`config.mk`:
```
export PLATFORM = sky130hd
export DESIGN_NAME = seg7_frame_monitor_flat
export DESIGN_NICKNAME = d
export VERILOG_FILES = /design/src/rtl/seg7_frame_monitor_if.sv /design/src/rtl/seg7_frame_monitor.sv /design/src/flat_wrapper.sv
export SDC_FILE = /design/constraint.sdc
export NUM_CORES = 1
export LEC_CHECK = 0
export ABC_CLOCK_PERIOD_IN_PS = 3800
export BUFFER_PORTS_ARGS = -buffer_cell sky130_fd_sc_hd__buf_2
export CORE_ASPECT_RATIO = 0.8
export CORE_MARGIN = 2
export CORE_UTILIZATION = 56
export DETAILED_ROUTE_END_ITERATION = 10
export PLACE_DENSITY_LB_ADDON = 0.08
export SLEW_MARGIN = 20
export SYNTH_ARGS = -nofsm -noshare
export SYNTH_HDL_FRONTEND = slang
export SYNTH_SLANG_ARGS = --single-unit
```
`constraint.sdc`:
```
create_clock -name clk -period 3.8 [get_ports clk]
set_input_delay 0.19 -clock clk [delete_from_list [all_inputs] [get_ports clk]]
set_output_delay 0.19 -clock clk [all_outputs]
set_load 0.02 [all_outputs]
```
`src/rtl/seg7_frame_monitor_if.sv`:
```
// Multiplexed seven-segment display pins (anode/cathode pair) as seen by a scanner and a snooper.
interface seg7_frame_monitor_if;
  logic [3:0] anode_in;
  logic [6:0] cathode_in;

  modport master (output anode_in, output cathode_in);
  modport slave  (input  anode_in, input  cathode_in);
endinterface

```
`src/rtl/seg7_frame_monitor.sv`:
```
// Snoops a 4-digit multiplexed seven-segment display and rebuilds score/seconds frames,
// flagging illegal segment patterns and a display that has stopped refreshing.
module seg7_frame_monitor #(
  parameter int unsigned STABLE_CYCLES  = 4,
  parameter int unsigned TIMEOUT_CYCLES = 1000000
) (
  input  logic                 clk,
  input  logic                 rst_n,
  seg7_frame_monitor_if.slave  disp,
  output logic [6:0]           score,
  output logic [3:0]           sec_tens,
  output logic [3:0]           sec_ones,
  output logic                 frame_valid,
  output logic                 frame_err,
  output logic                 stale
);

  localparam int unsigned AW  = 4;
  localparam int unsigned CW  = 7;
  localparam int unsigned PW  = AW + CW;
  localparam int unsigned DW  = 4;
  localparam int unsigned NS  = 4;
  localparam int unsigned SW  = 7;
  localparam int unsigned SCW = 8;
  localparam int unsigned TW  = (TIMEOUT_CYCLES > 2) ? $clog2(TIMEOUT_CYCLES) : 1;

  localparam logic [SCW-1:0] STABLE_HIT = SCW'(STABLE_CYCLES - 2);
  localparam logic [SCW-1:0] STABLE_MAX = SCW'(STABLE_CYCLES - 1);
  localparam logic [TW-1:0]  TO_MAX     = TW'(TIMEOUT_CYCLES - 1);

  localparam logic [AW-1:0] AN_IDLE = 4'hF;
  localparam logic [CW-1:0] CA_IDLE = 7'h7F;

  // Synchroniser and previous-sample registers
  logic [AW-1:0]         an_s1_q, an_s2_q;
  logic [CW-1:0]         ca_s1_q, ca_s2_q;
  logic [PW-1:0]         prev_q;

  // Stability filter and slot capture state
  logic [SCW-1:0]        stab_q, stab_d;
  logic [NS-1:0]         mask_q, mask_d;
  logic [NS-1:0]         err_q,  err_d;
  logic [NS-1:0][DW-1:0] dig_q,  dig_d;

  // Frame outputs and timeout state
  logic [SW-1:0]         score_q, score_d;
  logic [DW-1:0]         tens_q,  tens_d;
  logic [DW-1:0]         ones_q,  ones_d;
  logic                  fv_q,    fv_d;
  logic                  ferr_q,  ferr_d;
  logic                  stale_q, stale_d;
  logic [TW-1:0]         to_q,    to_d;

  logic [PW-1:0]         samp_c;
  logic                  same_c;
  logic                  accept_c;
  logic                  complete_c;
  logic [NS-1:0]         sel_c;
  logic [DW-1:0]         dec_dig_c;
  logic                  dec_err_c;

  assign samp_c     = {an_s2_q, ca_s2_q};
  assign same_c     = (samp_c == prev_q);
  assign accept_c   = same_c && (stab_q == STABLE_HIT);
  assign complete_c = (mask_q == {NS{1'b1}});

  // 2-FF synchroniser on the pin pair plus the one-cycle-old sample for the filter
  always_ff @(posedge clk or negedge rst_n) begin
    if (!rst_n) begin
      an_s1_q <= AN_IDLE;
      an_s2_q <= AN_IDLE;
      ca_s1_q <= CA_IDLE;
      ca_s2_q <= CA_IDLE;
      prev_q  <= {AN_IDLE, CA_IDLE};
    end else begin
      an_s1_q <= disp.anode_in;
      an_s2_q <= an_s1_q;
      ca_s1_q <= disp.cathode_in;
      ca_s2_q <= ca_s1_q;
      prev_q  <= samp_c;
    end
  end

  // Only a single active-low anode selects a slot; anything else is ignored
  always_comb begin
    sel_c = '0;
    case (an_s2_q)
      4'b0111: sel_c = 4'b1000;
      4'b1011: sel_c = 4'b0100;
      4'b1101: sel_c = 4'b0010;
      4'b1110: sel_c = 4'b0001;
      default: sel_c = '0;
    endcase
  end

  // Active-low segment decode; unknown patterns (blank included) read as 0 with error
  always_comb begin
    dec_dig_c = '0;
    dec_err_c = 1'b0;
    case (ca_s2_q)
      7'h01:   dec_dig_c = 4'd0;
      7'h4F:   dec_dig_c = 4'd1;
      7'h12:   dec_dig_c = 4'd2;
      7'h06:   dec_dig_c = 4'd3;
      7'h4C:   dec_dig_c = 4'd4;
      7'h24:   dec_dig_c = 4'd5;
      7'h20:   dec_dig_c = 4'd6;
      7'h0F:   dec_dig_c = 4'd7;
      7'h00:   dec_dig_c = 4'd8;
      7'h04:   dec_dig_c = 4'd9;
      default: dec_err_c = 1'b1;
    endcase
  end

  // Stability counter saturates one past the hit value so acceptance fires once per pair
  always_comb begin
    stab_d = '0;
    if (same_c) begin
      stab_d = (stab_q == STABLE_MAX) ? stab_q : stab_q + SCW'(1);
    end
  end

  // Slot capture; completion clears mask/errors, a same-cycle acceptance seeds the next frame
  always_comb begin
    mask_d = mask_q;
    err_d  = err_q;
    dig_d  = dig_q;
    if (complete_c) begin
      mask_d = '0;
      err_d  = '0;
    end
    if (accept_c) begin
      for (int i = 0; i < NS; i++) begin
        if (sel_c[i]) begin
          dig_d[i]  = dec_dig_c;
          err_d[i]  = dec_err_c;
          mask_d[i] = 1'b1;
        end
      end
    end
  end

  // Frame outputs hold between completions
  always_comb begin
    score_d = score_q;
    tens_d  = tens_q;
    ones_d  = ones_q;
    ferr_d  = ferr_q;
    fv_d    = 1'b0;
    if (complete_c) begin
      score_d = SW'(dig_q[3]) * SW'(10) + SW'(dig_q[2]);
      tens_d  = dig_q[1];
      ones_d  = dig_q[0];
      ferr_d  = |err_q;
      fv_d    = 1'b1;
    end
  end

  // Timeout: a completing frame always overrides the stale condition
  always_comb begin
    to_d    = (to_q == TO_MAX) ? to_q : to_q + TW'(1);
    stale_d = stale_q | (to_d == TO_MAX);
    if (complete_c) begin
      to_d    = '0;
      stale_d = 1'b0;
    end
  end

  always_ff @(posedge clk or negedge rst_n) begin
    if (!rst_n) begin
      stab_q  <= '0;
      mask_q  <= '0;
      err_q   <= '0;
      dig_q   <= '0;
      score_q <= '0;
      tens_q  <= '0;
      ones_q  <= '0;
      fv_q    <= 1'b0;
      ferr_q  <= 1'b0;
      stale_q <= 1'b0;
      to_q    <= '0;
    end else begin
      stab_q  <= stab_d;
      mask_q  <= mask_d;
      err_q   <= err_d;
      dig_q   <= dig_d;
      score_q <= score_d;
      tens_q  <= tens_d;
      ones_q  <= ones_d;
      fv_q    <= fv_d;
      ferr_q  <= ferr_d;
      stale_q <= stale_d;
      to_q    <= to_d;
    end
  end

  assign score       = score_q;
  assign sec_tens    = tens_q;
  assign sec_ones    = ones_q;
  assign frame_valid = fv_q;
  assign frame_err   = ferr_q;
  assign stale       = stale_q;

endmodule
```
`src/flat_wrapper.sv`:
```
// flat-port wrapper written by rule: the top's interface ports become plain ports
module seg7_frame_monitor_flat 
#(
  parameter int unsigned STABLE_CYCLES  = 4,
  parameter int unsigned TIMEOUT_CYCLES = 1000000
)
  (clk, rst_n, score, sec_tens, sec_ones, frame_valid, frame_err, stale, disp_anode_in, disp_cathode_in);
  seg7_frame_monitor_if disp_i ();
  input  logic clk;
  input  logic rst_n;
  output logic [6:0] score;
  output logic [3:0] sec_tens;
  output logic [3:0] sec_ones;
  output logic frame_valid;
  output logic frame_err;
  output logic stale;
  input wire logic [$bits(disp_i.anode_in)-1:0] disp_anode_in;
  input wire logic [$bits(disp_i.cathode_in)-1:0] disp_cathode_in;
  assign disp_i.anode_in = disp_anode_in;
  assign disp_i.cathode_in = disp_cathode_in;
  seg7_frame_monitor #(.STABLE_CYCLES(STABLE_CYCLES), .TIMEOUT_CYCLES(TIMEOUT_CYCLES)) u_core (.clk(clk), .rst_n(rst_n), .disp(disp_i), .score(score), .sec_tens(sec_tens), .sec_ones(sec_ones), .frame_valid(frame_valid), .frame_err(frame_err), .stale(stale));
endmodule
```
; After elaboration in Yosys (flattened, before gate mapping)
; Index checks and enable logic that the tools add are counted.
[totals]
ff_bits = 103
in_bits = 13
out_inout_bits = 18
elab_cells = 73
[op_classes]
add_sub_neg = 3
multipliers = 1
n_eq_ne = 20
mux = 21
n_bitwise = 1
n_reduce_logical = 8
[op_table]
columns = op, n
row1 = "== test 20 bit, second input constant", 2
row2 = 2-to-1 mux 20 bit, 2
row3 = one-hot mux 4 bit (9 select lines), 1
row4 = "adder 20 x 1 -> 20 bit, second input constant", 1
row5 = "== test 4 bit, second input constant", 4
row6 = "== test 8 x 2 -> 1 bit, second input constant", 2
row7 = 2-to-1 mux 4 bit, 4
row8 = 2-to-1 mux 8 bit, 2
row9 = one-hot mux 4 bit (4 select lines), 1
row10 = "== test 7 x 3 -> 1 bit, second input constant", 2
row11 = "== test 7 x 6 -> 1 bit, second input constant", 2
row12 = "== test 7 bit, second input constant", 2
row13 = == test 11 bit, 1
row14 = 2-to-1 mux 1 bit, 11
row15 = OR reduction 10 bit, 1
row16 = "adder 8 x 1 -> 8 bit, second input constant", 1
row17 = AND reduction 2 bit, 4
row18 = adder 7 x 4 -> 7 bit, 1
row19 = "== test 7 x 1 -> 1 bit, second input constant", 1
row20 = "== test 7 x 4 -> 1 bit, second input constant", 1
row21 = "== test 7 x 5 -> 1 bit, second input constant", 1
row22 = zero test 7 bit, 1
row23 = "multiplier 4 x 3 -> 6 bit, second input constant", 1
row24 = "== test 4 x 3 -> 1 bit, second input constant", 1
row25 = 4 further kinds, 4

; Longest topological paths before layout
; Gate-level depths: netlist of run 1.
[logic_depth]
ltp_word = 5
mapped_depth = 8
ltp_nobuf = 7

; Least setup slack after synthesis of run 1
; OpenSTA, ideal clock, no wires.
[synth_timing]
path_kind = register to register
start = reg u_core.ca_s2_q[2]
end = reg u_core.dig_q[12] in the netlist's numbering
setup_time_ps = 125
arrival_ps = 2265
required_time_ps = 3675
setup_slack_ps = 1410
stages_incl_launch_ff = 8
path_buffers = 1
synth_period_minus_slack_ps = 2390
cell_sequence = dfstp_2 clkbuf_1 xor2_1 nor4_1 nand3_1 nor3_1 nand4b_1 mux2_2
[synth_via]
elab_chain_cells = 3
elab_cells_between_ends = 13
cone_classes = 9 x eq/ne / 1 x mux / 3 x reduce/logical
[synth_lines]
columns = item, line_no
row1 = start: declaration, seg7_frame_monitor.sv:36  ; logic [CW-1:0] ca_s1_q, ca_s2_q;
row2 = start signal: assignment, seg7_frame_monitor.sv:79  ; ca_s2_q <= ca_s1_q;
row3 = "parallel branches: the longest is 3 deep, another holds one-hot mux 4 bit (9 select lines)", --
row4 = end signal: assignment, seg7_frame_monitor.sv:186  ; dig_q <= dig_d;
row5 = end: declaration, seg7_frame_monitor.sv:43  ; logic [NS-1:0][DW-1:0] dig_q, dig_d;
; Several ways; the timed one is not identified.
; A chain may end at the register's enable or synchronous reset.

; Final worst setup path of run 1
[layout_timing]
start = reg u_core.ca_s2_q[3]
end = reg u_core.dig_q[11] in the netlist's numbering
; Same word-level chain as after synthesis.

==> run metrics, run 1 <==
vias in the first global route 3032; setup_tns 0 ns; cells after synthesis 415; worst min-delay path class reg2reg; Net Sw Frac 24.1%; register area share after synthesis 57.3%; clock skew 0.0182 ns; largest net degree at the start of global routing 76; syn_area_per_cell 11.0 µm²; Final ANT Viol Nets 0; core area 7910 µm²; Fmax achieved 380 MHz; Hold Buf Count CTS 12; power per cell area 365 nW/µm²; IO buf count 30; ANT cells 0; EDFF count, synth 0; CTS tree done; reg2reg start u_core.ca_s2_q[3]$_DFF_PN1_; DPL Wire Length 5.67 mm; hold wc startpoint u_core.ca_s1_q[1]$_DFF_PN1_; Final period util 69.3%; final hold viol count 0; GRT Overall Usage 20.7%; Combinational Power Share 3.1%; r2r setup slk 1.17 ns; Vias/cell 5.30; Finished Core Util 64.9%; Slew Viols, Final 0; crit end category register; most common cell after layout, fill and taps aside dfrtp_1; sequential share of power 61.1%; drt pass-1 iters 4; internal power 1.42 mW; num rows 29; # resized after CTS 0; clock power share 35.9%; DR DRC count 0; grt total ovfl 0; min cycle time layout 2.63 ns; clock sinks 103; first-pass GRT wire length 14.4 mm; syn nets 439; DR vias 3003; # nets final 478; Starting DRT DRC Count 139; fraction of registers with async set/reset 100%; Crit Path Class reg2reg; #FFs+latches synth 103; Root Buffer clkbuf_8; max_cap viols 0; most used flip-flop cell after synthesis dfrtp_1; Clk Latency, worst-skew pair 0.38 ns; GP Congestion 0.876; clk buf depth 2; post-detailed-routing wire length 8.35 mm; RSZ-0062 raised after global routing no; fillcell total 681; drt wl/cell 14.7 µm; synthesized area 4570 µm²; clock buffer count from CTS 9; Crit path arrival time 2.90 ns; layout cells sized above 1 23.1%; num ports 31; WHS Endpoint u_core.ca_s2_q[1]$_DFF_PN1_; worst path required time 4.07 ns; die footprint 8900 µm²; Yosys cell types 47; die height 84.8 µm; die width 105 µm; Leak 2.48 nW; Slew HR 39.1%; path depth of the worst reg2reg path 6; most frequent cells in the layout 70 x dfrtp_1, 64 x nand2_1, 40 x nor2_1; Post-CTS Setup Inserts 0; Synth Warn # 0; effective utilization at floorplan 57.7%; status finished clean; clock slew at reported path FFs 0.10 ns; crit-path max FO 10; Worst Hold Depth 0; total net switching power 0.453 mW; RR Endpoint u_core.dig_q[11]$_DFFE_PN0P_; VDD IR-drop max 0.323 mV; initial antenna violation count 0; P&R area growth vs syn 12.5%; H-tree Lvls 3; Slew @ Worst Pin 0.914 ns; CP Launch Type register; final setup fails 0
[worst max-delay path, stage by stage (launching register included)]
cell and delay (ns):
dfstp_2 0.64, xor2_1 0.09, nor4_1 0.25, nand3_1 0.36, nor3_1 0.42, nand4b_1 0.37
mux2_2 0.39
[kinds of logic (layout without fill, tap and decap cells)]
group / Yosys count / after routing / share of synthesized area, %
compound gates: 35 / 35 / 4.88
xor+xnor: 43 / 43 / 8.25
fa+ha+maj: 11 / 11 / 3.34
buf+inv: 29 / 73 / 2.44
flops: 103 / 103 / 57.3
mux: 21 / 21 / 5.07
simple gates: 173 / 173 / 18.7
[final cells by class]
type	instances	area, µm²	share of cell area, %
Multi-Input combinational cell	283	1840	35.9
Tap cell	108	135	2.63
Clock inverter	6	61.3	1.19
Sequential cell	103	2620	51.0
Clock buffer	10	138	2.68
Timing Repair Buffer	45	295	5.75
Inverter	12	45.0	0.877
[state kept, by name, indices dropped and copies added, names as in the netlist, 7 cells and up]
name            cells
u_core.to_q        20
u_core.ca_s2_q      7
u_core.ca_s1_q      7
u_core.score        7
u_core.prev_q      11
u_core.dig_q       16
u_core.stab_q       8
[per-stage QoR]
step                power, mW  worst slack, ns  instances  hold slack, ns  area [µm²]
floorplan                1.18             1.41        415          -0.106        4570
global route             1.95             1.00        567           0.368        5140
detailed placement       1.22             1.20        539           0.296        4810
global placement         1.21             1.26        539           0.295        4810
finish                   1.88             1.17        567           0.361        5140
CTS                      1.89             1.16        567           0.362        5130
[worst max path at each step]
stage	from	end	slack [ns]	cells after the start
after global routing	u_core.ca_s2_q[3]$_DFF_PN1_	u_core.dig_q[9]$_DFFE_PN0P_	1.00	6
after floorplan	u_core.ca_s2_q[2]$_DFF_PN1_	u_core.dig_q[12]$_DFFE_PN0P_	1.41	7
after detailed placement	u_core.ca_s2_q[2]$_DFF_PN1_	u_core.dig_q[10]$_DFFE_PN0P_	1.20	6
after CTS	u_core.ca_s2_q[2]$_DFF_PN1_	u_core.dig_q[10]$_DFFE_PN0P_	1.16	6
after global placement	u_core.ca_s2_q[2]$_DFF_PN1_	u_core.dig_q[6]$_DFFE_PN0P_	1.26	6
final	u_core.ca_s2_q[3]$_DFF_PN1_	u_core.dig_q[11]$_DFFE_PN0P_	1.17	6
[power by group through the flow]
stage          registers [mW]  logic [mW]  clock network [mW]
6_report                 1.15      0.0573               0.673
3_3_place_gp             1.16      0.0490                   0
3_5_place_dp             1.17      0.0496                   0
5_1_grt                  1.15      0.0660               0.733
2_1_floorplan            1.16      0.0233                   0
4_1_cts                  1.15      0.0591               0.688
[Yosys cell counts (10+ instances only)]
cell type | instances | area [µm²]
dfrtp_1 | 70 | 1750
clkbuf_1 | 15 | 56.3
mux2_2 | 17 | 191
dfstp_2 | 33 | 867
xnor2_1 | 16 | 140
o21ai_0 | 11 | 55.1
inv_1 | 12 | 45.0
nand2_1 | 64 | 240
xor2_1 | 27 | 236
nor3_1 | 10 | 50.1
nand3_1 | 14 | 70.1
nor2_1 | 40 | 150
[metal layers]
layer / wire length [µm] / vias up / global-route usage (%)
li1: - / 1475 / -
met1: 4230 / 1452 / 29.9
met2: 3610 / 66 / 30.8
met3: 392 / 10 / 6.06
met4: 112 / 0 / 5.82
met5: 0 / - / 0
Power figures use the tool's default switching activity.
==> run 2, diff against run 1 <==
Settings changed: ABC_AREA set to 1, ABC_CLOCK_PERIOD_IN_PS 3800 to 2300, CORE_UTILIZATION 56 to 54.
Clock period 3.8 ns to 2.3 ns, I/O delays scaled along.
==> run 2 against run 1 <==
Total power increased by 64%; global-route usage down 1.2 points; flip-flop and latch count is the same; sequential power up 64%; cell count up 21%; sequential share of layout area decreased by 2.4 points; largest power group unchanged; highest routed layer unchanged.
==> run metrics, run 2 <==
status finished clean; Critical Path Max Stage Delay 0.53 ns; Combinational Power Share 3.8%; cells along the critical path ha_1, ha_1, fa_1, nand2_1, nor2_1, xor2_1, o21ai_0; clock slew at reported path FFs 0.11 ns; clock buffer count from CTS 9; sequential share of power 61.2%; fillcell total 722; most used flip-flop cell after synthesis dfrtp_1; GRT Overall Usage 19.5%; vias in the first global route 3132; syn nets 544; GP Congestion 0.945; min cycle time layout 2.00 ns; Final ANT Viol Nets 0; Crit Path Class reg2reg; Top reg by flops u_core.to_q; synth cell count leaders 121 x nand2_1, 70 x dfrtp_1, 58 x inv_1, 51 x nor2_1, 35 x o21ai_0; Crit path arrival time 2.24 ns; # nets final 593; Slew HR 58.0%; Synth Warn # 0; num ports 31; worst min-delay path class in2async; H-tree Lvls 3; Starting DRT DRC Count 152; most frequent cells in the layout 121 x nand2_1, 70 x dfrtp_1, 58 x inv_1; max_cap viols 0; ANT cells 0; core area 8560 µm²; CTS tree done; RSZ-0062 raised after global routing no; drt pass-1 iters 4; IO buf count 30; Clk Latency, worst-skew pair 0.38 ns; DPL Wire Length 6.03 mm; most numerous cell in the Yosys netlist nand2_1; # resized after CTS 0; die footprint 9640 µm²; final setup fails 0; WP buf/inv 0; EDFF count, synth 0; Crit-path slowest cell fa_1; die width 109 µm; cells after synthesis 520; total net switching power 0.755 mW; clk buf depth 2; register area share after synthesis 54.7%; CP most frequent cell ha_1; Vias/cell 5.06; VDD IR-drop max 0.550 mV; CP delay by family, top adder cells; crit-path max FO 3; fraction of registers with async set/reset 100%; DR vias 3471; grt total ovfl 0; die height 88.2 µm; Fmax achieved 500 MHz; clock sinks 103; P&R area growth vs syn 12.5%; #FFs+latches synth 103; CP Launch Type register; post-synth top area cell dfrtp_1; max reg flops 20; first-pass GRT wire length 14.4 mm; most common cell after layout, fill and taps aside nand2_1; clock skew 0.0113 ns; Root Buffer clkbuf_8; power per cell area 572 nW/µm²; initial antenna violation count 0; worst hold slack 0.298 ns; Slew @ Worst Pin 0.629 ns; final hold viol count 0; Yosys cell types 38; syn_area_per_cell 9.20 µm²; post-detailed-routing wire length 8.52 mm; worst path required time 2.54 ns; setup_tns 0 ns; biggest regs u_core.to_q (20), u_core.dig_q (16), u_core.prev_q (11); largest net degree at the start of global routing 50; num rows 30; Slew Viols, Final 0; layout cells sized above 1 20.0%; Leak 2.48 nW; area fraction of the dominant cell type after synthesis 36.6%; internal power 2.33 mW; drt wl/cell 12.4 µm; synthesized area 4790 µm²; Net Sw Frac 24.5%; top cells by area, synth dfrtp_1 37%, dfstp_2 18%, nand2_1 9.5%, inv_1 4.5%, nor2_1 4.0%; clock power share 34.9%; DR DRC count 0; crit end category register; Final period util 86.9%; effective utilization at floorplan 55.9%
-- run 2: cell types whose count changed in the layout (fill, tap and decap cells not counted), sizes merged, moves of 9 or more --
cell / change
nand2: +60
inv: +52
o21ai: +36
nor2: +21
mux2: -17
a21oi: +11
xor2: -11
xnor2: -9
-- run 2: logic make-up (layout without fill, tap and decap cells) --
group	count (synthesis)	in the layout	synth area share, %
compound gates	73	73	8.10
simple gates	240	240	24.1
xor+xnor	23	23	4.21
buf+inv	70	124	5.73
fa+ha+maj	11	11	3.19
flops	103	103	54.7
-- run 2: timing repair --
item | CTS | global route
buffers inserted | 0 | 0
hold buffers | 12 | 0
hold endpoints to repair | 44 | 0
-- run 2: cell type report --
cell class | count | area [µm²] | area share [%]
inverters | 63 | 236 | 4.39
repair buffers | 45 | 308 | 5.71
clock inverters | 7 | 60.1 | 1.11
well taps | 112 | 140 | 2.60
clock buffers | 9 | 124 | 2.30
flip-flops and latches | 103 | 2620 | 48.6
multi-input cells | 347 | 1900 | 35.3
-- run 2: metal layers --
metal,GRT usage (%),share of wire [%],vias to the layer above,routed length (µm)
li1,-,-,1766,-
met1,27.6,49,1619,4150
met2,29.6,45,76,3870
met3,5.58,4.8,10,411
met4,5.75,1.1,0,96
met5,0,0,-,0
-- run 2: final timing paths --
path                                         startpoint                           to  slack, ns  depth (start not counted)
min in group clk            u_core.an_s1_q[0]$_DFF_PN1_  u_core.an_s2_q[0]$_DFF_PN1_       0.35                          0
hold reg to reg             u_core.an_s1_q[0]$_DFF_PN1_  u_core.an_s2_q[0]$_DFF_PN1_       0.35                          0
max in group asynchronous                         rst_n  u_core.an_s1_q[0]$_DFF_PN1_       1.29                          3
setup / recovery           u_core.dig_q[13]$_DFFE_PN0P_  u_core.score[6]$_DFFE_PN0P_       0.30                          7
setup reg to reg           u_core.dig_q[13]$_DFFE_PN0P_  u_core.score[6]$_DFFE_PN0P_       0.30                          7
hold / removal                                    rst_n     u_core.to_q[6]$_DFF_PN0_       0.30                          2
-- run 2: worst reg2reg max path, stage by stage (launching register included) --
cell and delay (ns):
dfrtp_1 0.41, ha_1 0.30, ha_1 0.22, fa_1 0.53, nand2_1 0.06, nor2_1 0.12
xor2_1 0.14, o21ai_0 0.08
-- run 2: power groups by stage --
stage                     combinational [mW]  clock (mW)  sequential (mW)
after floorplan                       0.0463           0             1.91
after global placement                 0.104           0             1.92
after detailed placement               0.105           0             1.92
after CTS                              0.120        1.12             1.89
after global routing                   0.135        1.20             1.89
final                                  0.118        1.08             1.89
-- run 2: stage by stage --
stage               setup WS, ns  cells  utilization (%)  total power [mW]  area [µm²]
detailed placement         0.306    658             59.4              2.02        5080
global placement           0.368    658             59.4              2.02        5080
global route              0.0872    686             62.9              3.23        5390
CTS                        0.279    686             62.9              3.13        5390
finish                     0.300    686             62.9              3.08        5390
floorplan                  0.416    520                -              1.96        4790
==> run 3, diff against run 2 <==
Settings changed: REMOVE_ABC_BUFFERS set to 1.
==> run 3 against run 2 <==
Register-to-register slack hardly changed; die area unchanged; sequential power is essentially flat; highest routed layer unchanged; clock power up 9%; largest power group unchanged; worst hold slack worse by 0.073 ns; count of clock-buffer cells in the layout grew 4; first-iteration DRC count rose by 18%; global-route usage grew 0.36 points; total power up 3.1%; critical path type unchanged; core utilization up 0.42 points.
==> run metrics, run 3 (synthesized netlist as in run 2, its figures left out) <==
status finished clean; layout cells sized above 1 20.0%; vias in the first global route 3263; Crit Path Class reg2reg; DR vias 3442; clock skew 0.00945 ns; grt total ovfl 0; CP delay by family, top simple AND/OR/NAND/NOR gates; min cycle time layout 1.99 ns; max reg flops 20; area taken by multi-input logic gates 1900 µm²; P&R area growth vs syn 13.3%; H-tree Lvls 3; sequential cell area 2620 µm²; crit end category register; DPL Wire Length 6.20 mm; effective utilization at floorplan 55.9%; worst min-delay path class in2async; cells along the critical path xnor2_1, nand2_1, nor3_2, nor3b_4, nand3_4, nor2_4, nand2_1, o21ai_0; IO buf count 30; Post-CTS Setup Inserts 0; core area 8560 µm²; Fmax achieved 503 MHz; Slew @ Worst Pin 0.497 ns; worst slack, placed 0.305 ns; CTS tree done; GRT Overall Usage 19.9%; VDD IR-drop max 0.615 mV; DR DRC count 0; Vias/cell 5.02; final hold viol count 0; first-pass GRT wire length 14.7 mm; Critical Path Max Stage Delay 0.59 ns; biggest regs u_core.to_q (20), u_core.dig_q (16), u_core.prev_q (11); most common cell after layout, fill and taps aside nand2_1; most frequent cells in the layout 121 x nand2_1, 70 x dfrtp_1, 58 x inv_1; clock buffer count from CTS 9; CP most frequent cell nand2_1; drt wl/cell 12.5 µm; num rows 30; die height 88.2 µm; worst hold slack 0.225 ns; die footprint 9640 µm²; ANT cells 0; Final ANT Viol Nets 0; clk buf depth 2; Slew HR 66.5%; power per cell area 586 nW/µm²; max_cap viols 0; Final period util 86.5%; post-detailed-routing wire length 8.59 mm; clock slew at reported path FFs 0.09 ns; die width 109 µm; worst path required time 2.59 ns; fillcell total 731; final setup fails 0; Crit-path slowest cell dfstp_2; Clk Latency, worst-skew pair 0.37 ns; crit-path max FO 14; Slew Viols, Final 0; Leak 2.50 nW; Top reg by flops u_core.to_q; Starting DRT DRC Count 180; Crit path arrival time 2.28 ns; Finished Core Util 63.4%; initial antenna violation count 0; # nets final 593; WP buf/inv 0; num ports 31; GP Congestion 0.841; clock sinks 103; # resized after CTS 0; CP Launch Type register; Root Buffer clkbuf_8; largest net degree at the start of global routing 50; drt pass-1 iters 4; final setup margin 0.311 ns; RSZ-0062 raised after global routing no
==> run 3: repair_timing <==
| item | CTS | global route |
|---|---|---|
| setup endpoints to repair | 0 | 0 |
| endpoints found under the hold margin | 40 | 0 |
| hold buffers | 12 | 0 |
==> run 3: worst paths after layout <==
path | startpoint | to | slack [ns] | cells past startpoint
setup / recovery | u_core.an_s2_q[2]$_DFF_PN1_ | u_core.err_q[1]$_DFF_PN0_ | 0.31 | 8
hold / removal | rst_n | u_core.sec_ones[2]$_DFFE_PN0P_ | 0.22 | 2
setup reg to reg | u_core.an_s2_q[2]$_DFF_PN1_ | u_core.err_q[1]$_DFF_PN0_ | 0.31 | 8
hold reg to reg | u_core.an_s1_q[3]$_DFF_PN1_ | u_core.an_s2_q[3]$_DFF_PN1_ | 0.35 | 0
max in group asynchronous | rst_n | u_core.ca_s2_q[5]$_DFF_PN1_ | 1.38 | 3
min in group clk | u_core.an_s1_q[3]$_DFF_PN1_ | u_core.an_s2_q[3]$_DFF_PN1_ | 0.35 | 0
==> run 3: per-stage QoR <==
step / instances / instance area [µm²] / setup TNS (ns) / power (mW)
6_report: 686 / 5420 / 0 / 3.18
5_1_grt: 686 / 5420 / 0 / 3.31
4_1_cts: 686 / 5420 / 0 / 3.23
3_5_place_dp: 658 / 5080 / 0 / 2.02
3_3_place_gp: 658 / 5080 / 0 / 2.02
2_1_floorplan: 513 / 4750 / -39.03 / 1.96
==> run 3: cell type report <==
type	count	area share (%)
Sequential cell	103	48.3
Multi-Input combinational cell	347	35.0
Clock buffer	13	3.71
Timing Repair Buffer	45	5.68
Clock inverter	3	0.346
Tap cell	112	2.58
Inverter	63	4.36
==> run 3: power by group <==
group | internal (mW) | switching (mW)
Clock | 0.584 | 0.592
Sequential | 1.86 | 0.0226
Combinational | 0.0461 | 0.0701
==> run 3: per-layer routing <==
| layer | share of wire, % | GRT usage [%] | wire length (µm) | vias up |
|---|---|---|---|---|
| met1 | 51 | 28.4 | 4370 | 1611 |
| met5 | 0 | 0 | 0 | - |
| met2 | 43 | 30.2 | 3720 | 64 |
| met3 | 5.0 | 5.43 | 430 | 7 |
| li1 | - | - | - | 1760 |
| met4 | 0.84 | 5.18 | 72 | 0 |
